===== src/rtl/fetch_pkg.sv =====
// Shared fetch-stage definitions: opcode field position, HALT encoding and the fetch FSM states.
package fetch_pkg;
  localparam int OPCODE_MSB = 31;
  localparam int OPCODE_LSB = 26;
  localparam logic [OPCODE_MSB-OPCODE_LSB:0] HALT_OP = 6'b111111;

  typedef enum logic [1:0] {
    IDLE   = 2'd0,
    RUN    = 2'd1,
    HALTED = 2'd2
  } state_e;
endpackage


===== src/rtl/instr_fetch_unit.sv =====
// PC owner and BRAM address driver; word returns one cycle after its address, 1 instr/cycle.
// Backpressure: instr_ready low re-issues the same address so the output word holds until accepted.
module instr_fetch_unit
  import fetch_pkg::*;
#(
  parameter int                    ADDR_WIDTH = 8,
  parameter int                    DATA_WIDTH = 32,
  parameter logic [ADDR_WIDTH-1:0] RESET_PC   = '0,
  parameter int                    CNT_WIDTH  = 16
) (
  input  logic                  clk,
  input  logic                  rst,
  input  logic                  start,
  input  logic                  redirect_valid,
  input  logic [ADDR_WIDTH-1:0] redirect_pc,
  output logic [ADDR_WIDTH-1:0] imem_addr,
  input  logic [DATA_WIDTH-1:0] imem_dout,
  output logic                  instr_valid,
  input  logic                  instr_ready,
  output logic [DATA_WIDTH-1:0] instr_out,
  output logic [ADDR_WIDTH-1:0] instr_pc,
  output logic                  halted,
  output logic [CNT_WIDTH-1:0]  fetch_count
);

  state_e                state_q, state_d;
  logic [ADDR_WIDTH-1:0] fetch_pc_q;
  logic [ADDR_WIDTH-1:0] pc_inc;
  logic                  inflight_q;
  logic [CNT_WIDTH-1:0]  cnt_q;
  logic                  accept;
  logic                  halt_hit;

  // A redirect squashes whatever word is on the output this cycle.
  assign instr_valid = inflight_q & ~redirect_valid;
  assign accept      = instr_valid & instr_ready;
  assign halt_hit    = accept && (state_q == RUN) &&
                       (imem_dout[OPCODE_MSB:OPCODE_LSB] == HALT_OP);
  assign pc_inc      = fetch_pc_q + 1'b1;

  assign instr_out   = imem_dout;
  assign instr_pc    = fetch_pc_q;
  assign halted      = (state_q == HALTED);
  assign fetch_count = cnt_q;

  always_comb begin
    state_d   = state_q;
    imem_addr = fetch_pc_q;
    if (redirect_valid) begin
      state_d   = RUN;
      imem_addr = redirect_pc;
    end else begin
      case (state_q)
        IDLE: begin
          if (start) state_d = RUN;
        end
        RUN: begin
          // A HALT word parks the PC on itself so resume can continue at pc_halt+1.
          if (halt_hit)    state_d   = HALTED;
          else if (accept) imem_addr = pc_inc;
        end
        HALTED: begin
          if (start) begin
            state_d   = RUN;
            imem_addr = pc_inc;
          end
        end
        default: state_d = IDLE;
      endcase
    end
  end

  always_ff @(posedge clk or posedge rst) begin
    if (rst) begin
      state_q    <= IDLE;
      fetch_pc_q <= RESET_PC;
      inflight_q <= 1'b0;
      cnt_q      <= '0;
    end else begin
      state_q    <= state_d;
      fetch_pc_q <= imem_addr;
      inflight_q <= (state_d == RUN);
      if (accept && (cnt_q != '1)) cnt_q <= cnt_q + 1'b1;
    end
  end

endmodule


===== config.mk =====
export PLATFORM = sky130hd
export DESIGN_NAME = instr_fetch_unit
export DESIGN_NICKNAME = d
export VERILOG_FILES = /design/src/rtl/fetch_pkg.sv /design/src/rtl/instr_fetch_unit.sv
export SDC_FILE = /design/constraint.sdc
export NUM_CORES = 1
export LEC_CHECK = 0
export ABC_AREA = 1
export BUFFER_PORTS_ARGS = -buffer_cell sky130_fd_sc_hd__buf_2
export CAP_MARGIN = 10
export CORE_MARGIN = 4
export CORE_UTILIZATION = 46
export CTS_BUF_LIST = sky130_fd_sc_hd__clkbuf_16
export DETAILED_ROUTE_END_ITERATION = 6
export PLACE_DENSITY = 0.81
export SYNTH_ARGS = -nofsm -noshare
export SYNTH_HDL_FRONTEND = slang
export SYNTH_SLANG_ARGS = --single-unit

===== constraint.sdc =====
create_clock -name clk -period 2.7 [get_ports clk]
set_clock_uncertainty 0.05 [all_clocks]
set_input_delay 0.675 -clock clk [delete_from_list [all_inputs] [get_ports clk]]
set_output_delay 0.675 -clock clk [all_outputs]
set_load 0.01 [all_outputs]

# Yosys cells after proc, flatten, opt, wreduce, memory -nomap -nowiden
# Index checks and enable logic that the tools add are counted.
[word_totals] reg_bits=27 in_bits=45 out_inout_bits=66
[classes] addsub=2 eq_ne=5 muxes=9 n_bitwise=3 n_reduce_logical=5
[ops] operator="8-bit 2-to-1 mux" count=4
[ops] operator="16-bit by 1-bit adder with 16-bit output, second input constant" count=1
[ops] operator="16-bit != test, second input constant" count=1
[ops] operator="8-bit case mux with 2 select lines" count=1
[ops] operator="8-bit by 1-bit adder with 8-bit output, second input constant" count=1
[ops] operator="6-bit == test, second input constant" count=1
[ops] operator="2-bit 2-to-1 mux" count=3
[ops] operator="2-bit by 1-bit == test with 1-bit output, second input constant" count=2
[ops] operator="2-bit case mux with 2 select lines" count=1
[ops] operator="1-bit logical AND" count=3
[ops] operator="1-bit bitwise AND" count=2
[ops] operator="2-bit == test, second input constant" count=1
[ops] operator="2-bit logical NOT" count=1
[ops] operator="2-bit OR reduction" count=1
[ops] operator="1-bit inverter" count=1

# Depth between registers and ports, before layout
# Gate-level depths: netlist (run 1).
[logic_depth] word_depth=9 depth_mapped=12

# Least setup slack after synthesis (run 1)
# No wires, ideal clock.
[synth_path] path_kind="input to output" from="in redirect_valid" to="out imem_addr[2]" arrival_time_ps=1689 slack_ps=286 stages=10 path_cell_list="buf_2 > inv_2 > nand2_1 > nor2_4 > nand2_2 > inv_2 > nor2_1 > o21ai_0 > nand2_1 > nand2_1"
[synth_between] elab_chain_len=8 elab_cells_between_ends=9 cone_classes="mux (4); bitwise (3); reduce/logical (2)"
[synth_lines] element="start: declaration" line="instr_fetch_unit.sv:14" source="input logic redirect_valid,"
[synth_lines] element="1-bit inverter" line="instr_fetch_unit.sv:35" source="assign instr_valid = inflight_q & ~redirect_valid;"
[synth_lines] element="1-bit bitwise AND" line="instr_fetch_unit.sv:35"
[synth_lines] element="1-bit bitwise AND" line="instr_fetch_unit.sv:36" source="assign accept = instr_valid & instr_ready;"
[synth_lines] element="1-bit logical AND (2 in a row)" line="instr_fetch_unit.sv:37" source="assign halt_hit = accept && (state_q == RUN) &&"
[synth_lines] element="8-bit 2-to-1 mux" line="instr_fetch_unit.sv:59" source="if (halt_hit) state_d = HALTED;"
[synth_lines] element="8-bit case mux with 2 select lines" line="instr_fetch_unit.sv:53" source="case (state_q)"
[synth_lines] element="8-bit 2-to-1 mux (*)" line="instr_fetch_unit.sv:49" source="if (redirect_valid) begin"
[synth_lines] element="end: declaration" line="instr_fetch_unit.sv:16" source="output logic [ADDR_WIDTH-1:0] imem_addr,"
# Every way passes the cells marked *; elsewhere a longest branch is shown, timed or not.

# Worst setup path in the final report (run 1)
[layout_path] from="reg state_q[1]" to="out imem_addr[0]"
[layout_between] elab_chain_len=6 elab_cells_between_ends=7 cone_classes="eq/ne (2); mux (3); reduce/logical (2)"
[layout_lines] element="start: declaration" line="instr_fetch_unit.sv:26" source="state_e state_q, state_d;"
[layout_lines] element="start signal: assignment" line="instr_fetch_unit.sv:80" source="state_q <= state_d;"
[layout_lines] element="2-bit by 1-bit == test with 1-bit output" line="instr_fetch_unit.sv:37, instr_fetch_unit.sv:53"
[layout_lines] element="1-bit logical AND (2 in a row)" line="instr_fetch_unit.sv:37"
[layout_lines] element="8-bit 2-to-1 mux" line="instr_fetch_unit.sv:59"
[layout_lines] element="8-bit case mux with 2 select lines (*)" line="instr_fetch_unit.sv:53"
[layout_lines] element="8-bit 2-to-1 mux (*)" line="instr_fetch_unit.sv:49"
# Marks and branches as above.

==> key figures, run 1 <==
Synthesis
  • Yosys warns: 0
  • Post-Synth Simple-Gate Area: 31.7%
  • Count of cell types in the netlist: 27
  • Post-Syn Area: ~2200 µm²
  • Flops & latches, synth: 27
  • Syn Area/Cell: 6.82 µm²
  • Main combinational cell family by area after synthesis: simple AND/OR/NAND/NOR gates
  • XOR/XNOR Fraction of Synth Area: 5.58%
  • Adder-Cell Fraction of Synth Area: 3.42%
  • Post-synthesis mux area share: 0%
  • Synth Area in Compound Gates: 11.1%
  • Sequential fraction of the synthesis area: 30.8%
  • Net count after synthesis: 373
  • Syn Inst Count: 322

Worst setup path
  • Reg-to-Reg End: fetch_count[13]
  • Crit path capture type: primary output
  • Kind of critical path: reg2out
  • CP arrival: 1.88 ns
  • CP max FO: 5
  • R2r setup slk: 0.99 ns
  • R2R Path Start: fetch_count[0]
  • Worst path required time: roughly 2.0 ns
  • Crit path to: imem_addr[0]
  • Start point of the critical path: state_q[1]
  • Worst Setup Start Kind: flop
  • R2r worst-path depth: 8

Timing
  • Final slew viol count: 0
  • Final min period: 2.60 ns
  • Worst Tran Pin Value: 0.357 ns
  • PnR worst setup slack: about 0.097 ns
  • Max frequency: 0.384 GHz
  • Setup TNS: 0 ns
  • Final setup viols: 0
  • Final Hold Fails: 0
  • Final worst hold slack: 0.401 ns
  • Headroom to the max-slew limit: 76.2%
  • Crit share post-route: 96.4%

Clock tree
  • Root Driver: clkbuf_16
  • Worst skew pair latency: 0.27 ns
  • CTS tree: yes
  • Num CTS Buffers: 3
  • Max Root-Sink Buffers: 2
  • Max H-tree Level: 1
  • Clock slew at the register clock pins of the worst setup and hold paths: ~0.08 ns
  • Clock Sinks: 27
  • CTS Hold Bufs: 0

Power
  • Cell Pwr Density: 618 nW/µm²
  • Tot Pwr: 1.56 mW
  • Leak pwr: between 1 and 1.5 nW
  • Peak supply drop: 0.405 mV

Floorplanning
  • Row cnt: 24
  • Core Region: 4470 µm²
  • Die Span X: 77.1 µm
  • Die area: 5940 µm²
  • Initial core utilization: 49.1%
  • Die Span Y: 77.1 µm
  • Io pins: about 110

Status
  • Status: completed

Cells and area
  • Commonest cells after routing, fill and taps aside: nand2_1 (100), buf_2 (58), dfrtp_1 (25)
  • Share of cells above drive strength 1: 28.3%
  • # diodes: 0
  • Final Core Density: 56.2%
  • Fin nets: 412
  • Area grow syn2layout: 14.6%
  • Commonest non-fill, non-tap cell in the layout: nand2_1

Run
  • Max Cap Viol: 0

Routing
  • Drt initial violations: around 330
  • Drt drc: 0
  • Drt pass-1 iters: 6
  • DR vias: 2257
  • WL/cell: 14.0 µm
  • Routed wire length: 5.78 mm
  • Post-route ant nets: 0
  • Vias/cell: 5.48

Global route
  • Initial antenna violation count: 0
  • GRT Total Usage: a little under a fifth
  • Overflow left after global routing: 0
  • Vias in the first global route: around 2000
  • Global-route wire length before repair: 9.07 mm
  • Largest net degree at the start of global routing: 28

Placement
  • Post-detail-place hpwl: 4.06 mm
  • RD Place Congestion: 0.906
  • Pre-CTS setup slack: 0.101 ns
  • Port bufs: 58

Min path
  • Hold Crit Class: in2async
## state kept, by name, summed over array words and instances, names as in the netlist
register     flops
fetch_count     16
inflight_q       1
instr_pc         8
state_q          2
## logic make-up after synthesis
family                   after synthesis
AO/OA/AOI/OAI                         46
XOR/XNOR                              14
adder cells (fa/ha/maj)                6
buffers and inverters                 66
flip-flops                            27
AND/OR/NAND/NOR                      163
## worst max-delay path: stages (launching register included)
cell     delay [ns]
dfrtp_1        0.41
inv_2          0.10
ha_4           0.14
nand2_1        0.05
nor2_2         0.13
nand2_2        0.11
nand2_2        0.13
a21oi_1        0.09
o21ai_0        0.11
nand2_1        0.08
nand2_1        0.06
nand2_1        0.06
buf_2          0.14
## cells in the mapped netlist
| cell | instances | area, µm² |
|---|---|---|
| inv_1 | 24 | 90.1 |
| nand4_1 | 1 | 6.26 |
| a21oi_1 | 25 | 125 |
| xnor2_1 | 6 | 52.6 |
| o21bai_1 | 1 | 7.51 |
| nand3b_1 | 1 | 7.51 |
| nand3_2 | 1 | 10.0 |
| ha_1 | 6 | 75.1 |
| dfrtp_1 | 27 | 676 |
| nand2_1 | 101 | 379 |
| clkinv_1 | 1 | 3.75 |
| buf_6 | 1 | 11.3 |
| xor2_1 | 8 | 70.1 |
| inv_2 | 2 | 7.51 |
| nor2_4 | 3 | 33.8 |
| nand2_2 | 4 | 25.0 |
| o31ai_1 | 1 | 7.51 |
| nor2_1 | 26 | 97.6 |
| inv_4 | 1 | 6.26 |
| nor3_1 | 4 | 20.0 |
| o21ai_0 | 17 | 85.1 |
| nand3_1 | 21 | 105 |
| buf_2 | 2 | 10.0 |
| buf_4 | 33 | 248 |
| o21ai_2 | 2 | 17.5 |
| nand2_4 | 1 | 11.3 |
| clkbuf_1 | 2 | 7.51 |
## stage by stage
stage               std cells  cell area [µm²]
floorplan                 322             2200
global placement          398             2300
detailed placement        398             2300
CTS                       402             2400
global route              412             2520
finish                    412             2520
## metal layers
metal  part of all wire, %  wire, µm  global-route usage (%)  vias up
li1                      -         -                       -     1068
met1                    40      2290                    20.7     1044
met2                    50      2900                    33.0      125
met3                   8.8       506                    5.04       20
met4                   1.4        79                    4.63        0
met5                     0         0                       0        -
## final cells by class
cell class | instances | area, µm²
fill | 423 | 1960
multi-input combinational | 230 | 1190
sequential | 27 | 678
timing repair buffer | 70 | 380
inverter | 28 | 114
clock buffer | 3 | 75.1
tap | 52 | 65.1
clock inverter | 1 | 8.76
timing repair inverter | 1 | 7.51
## power breakdown
| group | leakage, nW | internal (mW) | total, mW | switching, mW |
|---|---|---|---|---|
| clock network | 0.0415 | 0.206 | 0.366 | 0.160 |
| logic | 0.917 | 0.240 | 0.608 | 0.368 |
| registers | 0.340 | 0.478 | 0.582 | 0.104 |
## worst min path at each step
stage,from,endpoint,slack (ns),cells after the start
2_1_floorplan,fetch_count[8],fetch_count[8],0.49,2
3_3_place_gp,fetch_count[8],fetch_count[8],0.47,2
3_5_place_dp,fetch_count[8],fetch_count[8],0.49,2
4_1_cts,rst,instr_pc[2],0.42,3
5_1_grt,rst,instr_pc[3],0.44,3
6_report,rst,instr_pc[2],0.40,3
## timing repair
item,CTS,global route
gates cloned,0,2
endpoints found under the setup margin,8,8
pin swaps,0,5
setup buffers,0,8
hold endpoints to repair,0,0
gates resized for setup,3,16
(Power assumes the default switching activity.)
==> run 2: changes to the inputs <==
Settings changed: BUFFER_PORTS_ARGS -buffer_cell sky130_fd_sc_hd__buf_2 to -buffer_cell sky130_fd_sc_hd__buf_4, RECOVER_POWER set to 25.
==> run 2 against run 1 <==
Net effect: cell count did not move; worst setup slack better by 0.015 ns; power is 4.5% higher; sequential power about the same; hold slack improved by 0.096 ns; core utilization up 4.1 points; non-clock buffer count is 2 higher; largest power group unchanged; critical path depth fell by 3; critical endpoint is now imem_addr[7]; sequential share of layout area fell by 1.9 points; routed wire length fell by 3.5%; clock power shrank 4%; register-to-register slack got worse by 0.04 ns.
==> key figures, run 2 (same netlist as run 1, synthesis figures left out) <==
Status
  • Status: completed

Worst setup path
  • CP max FO: 7
  • Worst path required time: 1.98 ns
  • Worst stage delay on the critical path: 0.41 ns
  • Crit path capture type: primary output
  • Crit-path cells: inv_1 > ha_4 > clkinvlp_4 > buf_4 > buf_4 > a21oi_1 > nand2_1 > nand2_2 > buf_6
  • CP arrival: 1.86 ns
  • Kind of critical path: reg2out
  • Bufs and invs on worst path: 5
  • Top cell by count, worst path: buf_4
  • Worst Setup Start Kind: flop
  • CP max stage cell: dfrtp_1
  • CP delay by family, top: buffers and inverters

Cells and area
  • Fill cell count: 405
  • Share of cells above drive strength 1: 29.4%
  • Commonest non-fill, non-tap cell in the layout: nand2_1
  • Reg area: 677 µm²
  • Max FFs per register: 16
  • Area grow syn2layout: 23.0%
  • Post-route cell area: 2700 µm²
  • # diodes: 0
  • Multi-input logic area: ~1200 µm²
  • Post-Layout Cell Count: about 400
  • Commonest cells after routing, fill and taps aside: nand2_1 (94), buf_4 (62), dfrtp_1 (26)
  • Fin nets: 412

Clock tree
  • CTS tree: yes
  • Worst skew pair latency: 0.26 ns
  • Root Driver: clkbuf_16
  • Clock slew at the register clock pins of the worst setup and hold paths: roughly 0.070 ns
  • Num CTS Buffers: 3
  • Max Root-Sink Buffers: 2
  • Max H-tree Level: 1
  • Clock Sinks: 27

Global route
  • Overflow left after global routing: 0
  • Largest net degree at the start of global routing: 28
  • Initial antenna violation count: 0
  • Vias in the first global route: 2081
  • GRT Total Usage: between 10% and 20%
  • Global-route wire length before repair: just over 9 mm

Routing
  • WL/cell: 13.5 µm
  • Drt initial violations: 158
  • Routed wire length: between 5 and 6 mm
  • Vias/cell: 5.32
  • Drt pass-1 iters: 4
  • Drt drc: 0
  • DR vias: 2190
  • Post-route ant nets: 0

Floorplanning
  • Die Span X: around 77 µm
  • Core Region: between 4000 and 5000 µm²
  • Initial core utilization: between 40% and 50%
  • Die area: 5940 µm²
  • Die Span Y: around 77 µm
  • Row cnt: 24
  • Io pins: 111

Placement
  • Inst Count DP: 398
  • Post-detail-place hpwl: 4.05 mm
  • RD Place Congestion: 0.928
  • Placed inst area: 2450 µm²
  • Port bufs: a little under 60

Min path
  • Hold Crit Class: reg2reg

Run
  • Max Cap Viol: 0

Timing
  • Final min period: 2.59 ns
  • Final slew viol count: 0
  • Crit share post-route: 95.9%
  • Worst Tran Pin Value: ~1.5 ns
  • Max frequency: 0.386 GHz
  • Final worst hold slack: around 0.50 ns
  • Final setup viols: 0
  • Final Hold Fails: 0
  • Headroom to the max-slew limit: 1.81%

Power
  • Cell Pwr Density: ~600 nW/µm²
  • Leak pwr: 1.35 nW
  • Peak supply drop: 0.431 mV
## run 2: cell count changes in the layout (fill, tap and decap cells not counted), moves of 5 or more
| cell | previous run | this run |
|---|---|---|
| buf_2 | 58 | 1 |
| buf_4 | 12 | 62 |
| nand2_1 | 100 | 94 |
| buf_6 | 0 | 7 |
| nand2_2 | 5 | 10 |
## run 2: worst register-to-register path, delay by kind of cell (launching register included)
family                   cells  cell delay, ns
AND/OR/NAND/NOR              9            0.65
adder cells (fa/ha/maj)      1            0.15
flip-flops                   1            0.41
buffers and inverters        3            0.40
## run 2: worst paths after layout
path / start / end / slack (ns) / cells after the start
setup / recovery: state_q[0] / imem_addr[7] / 0.11 / 9
hold / removal: fetch_count[8] / fetch_count[8] / 0.50 / 2
setup reg to reg: state_q[1] / instr_pc[3] / 0.95 / 13
hold reg to reg: fetch_count[8] / fetch_count[8] / 0.50 / 2
max in group asynchronous: rst / instr_pc[1] / 0.78 / 3
min in group asynchronous: rst / fetch_count[6] / 0.86 / 3
## run 2: metrics by stage
step / util (%) / setup slack (ns) / setup TNS [ns] / total power [mW]
finish: 60.4 / 0.112 / 0 / 1.63
global route: 60.4 / -0.0372 / -0.103 / 1.74
CTS: 56.8 / 0.0164 / 0 / 1.56
detailed placement: 54.8 / 0.123 / 0 / 1.20
global placement: 54.8 / 0.175 / 0 / 1.19
floorplan: - / 0.286 / 0 / 0.984
## run 2: layout make-up
| type | instances | share of cell area [%] |
|---|---|---|
| Sequential cell | 27 | 25.1 |
| Tap cell | 52 | 2.41 |
| Clock buffer | 3 | 2.78 |
| Multi-Input combinational cell | 229 | 44.5 |
| Timing Repair Buffer | 72 | 20.8 |
| Clock inverter | 1 | 0.278 |
| Inverter | 28 | 4.21 |
## run 2: per-layer routing
layer / up-vias / wire [µm] / part of all wire, % / track usage, %
met1: 1020 / 2260 / 41 / 20.7
met5: - / 0 / 0 / 0
li1: 1065 / - / - / -
met3: 20 / 373 / 6.7 / 4.80
met2: 85 / 2800 / 50 / 32.5
met4: 0 / 138 / 2.5 / 6.41
## run 2: timing repair
item | in CTS | in global routing
pin swaps | 0 | 16
gates resized for setup | 3 | 31
cloned | 0 | 0
endpoints found under the setup margin | 8 | 8
buffers inserted | 0 | 10
hold buffers | 0 | 0
## run 2: power breakdown
| part | internal, mW | leakage (nW) | switching [mW] |
|---|---|---|---|
| logic | 0.315 | 0.971 | 0.375 |
| clock network | 0.202 | 0.0371 | 0.151 |
| registers | 0.478 | 0.341 | 0.105 |
| total | 0.994 | 1.35 | 0.631 |
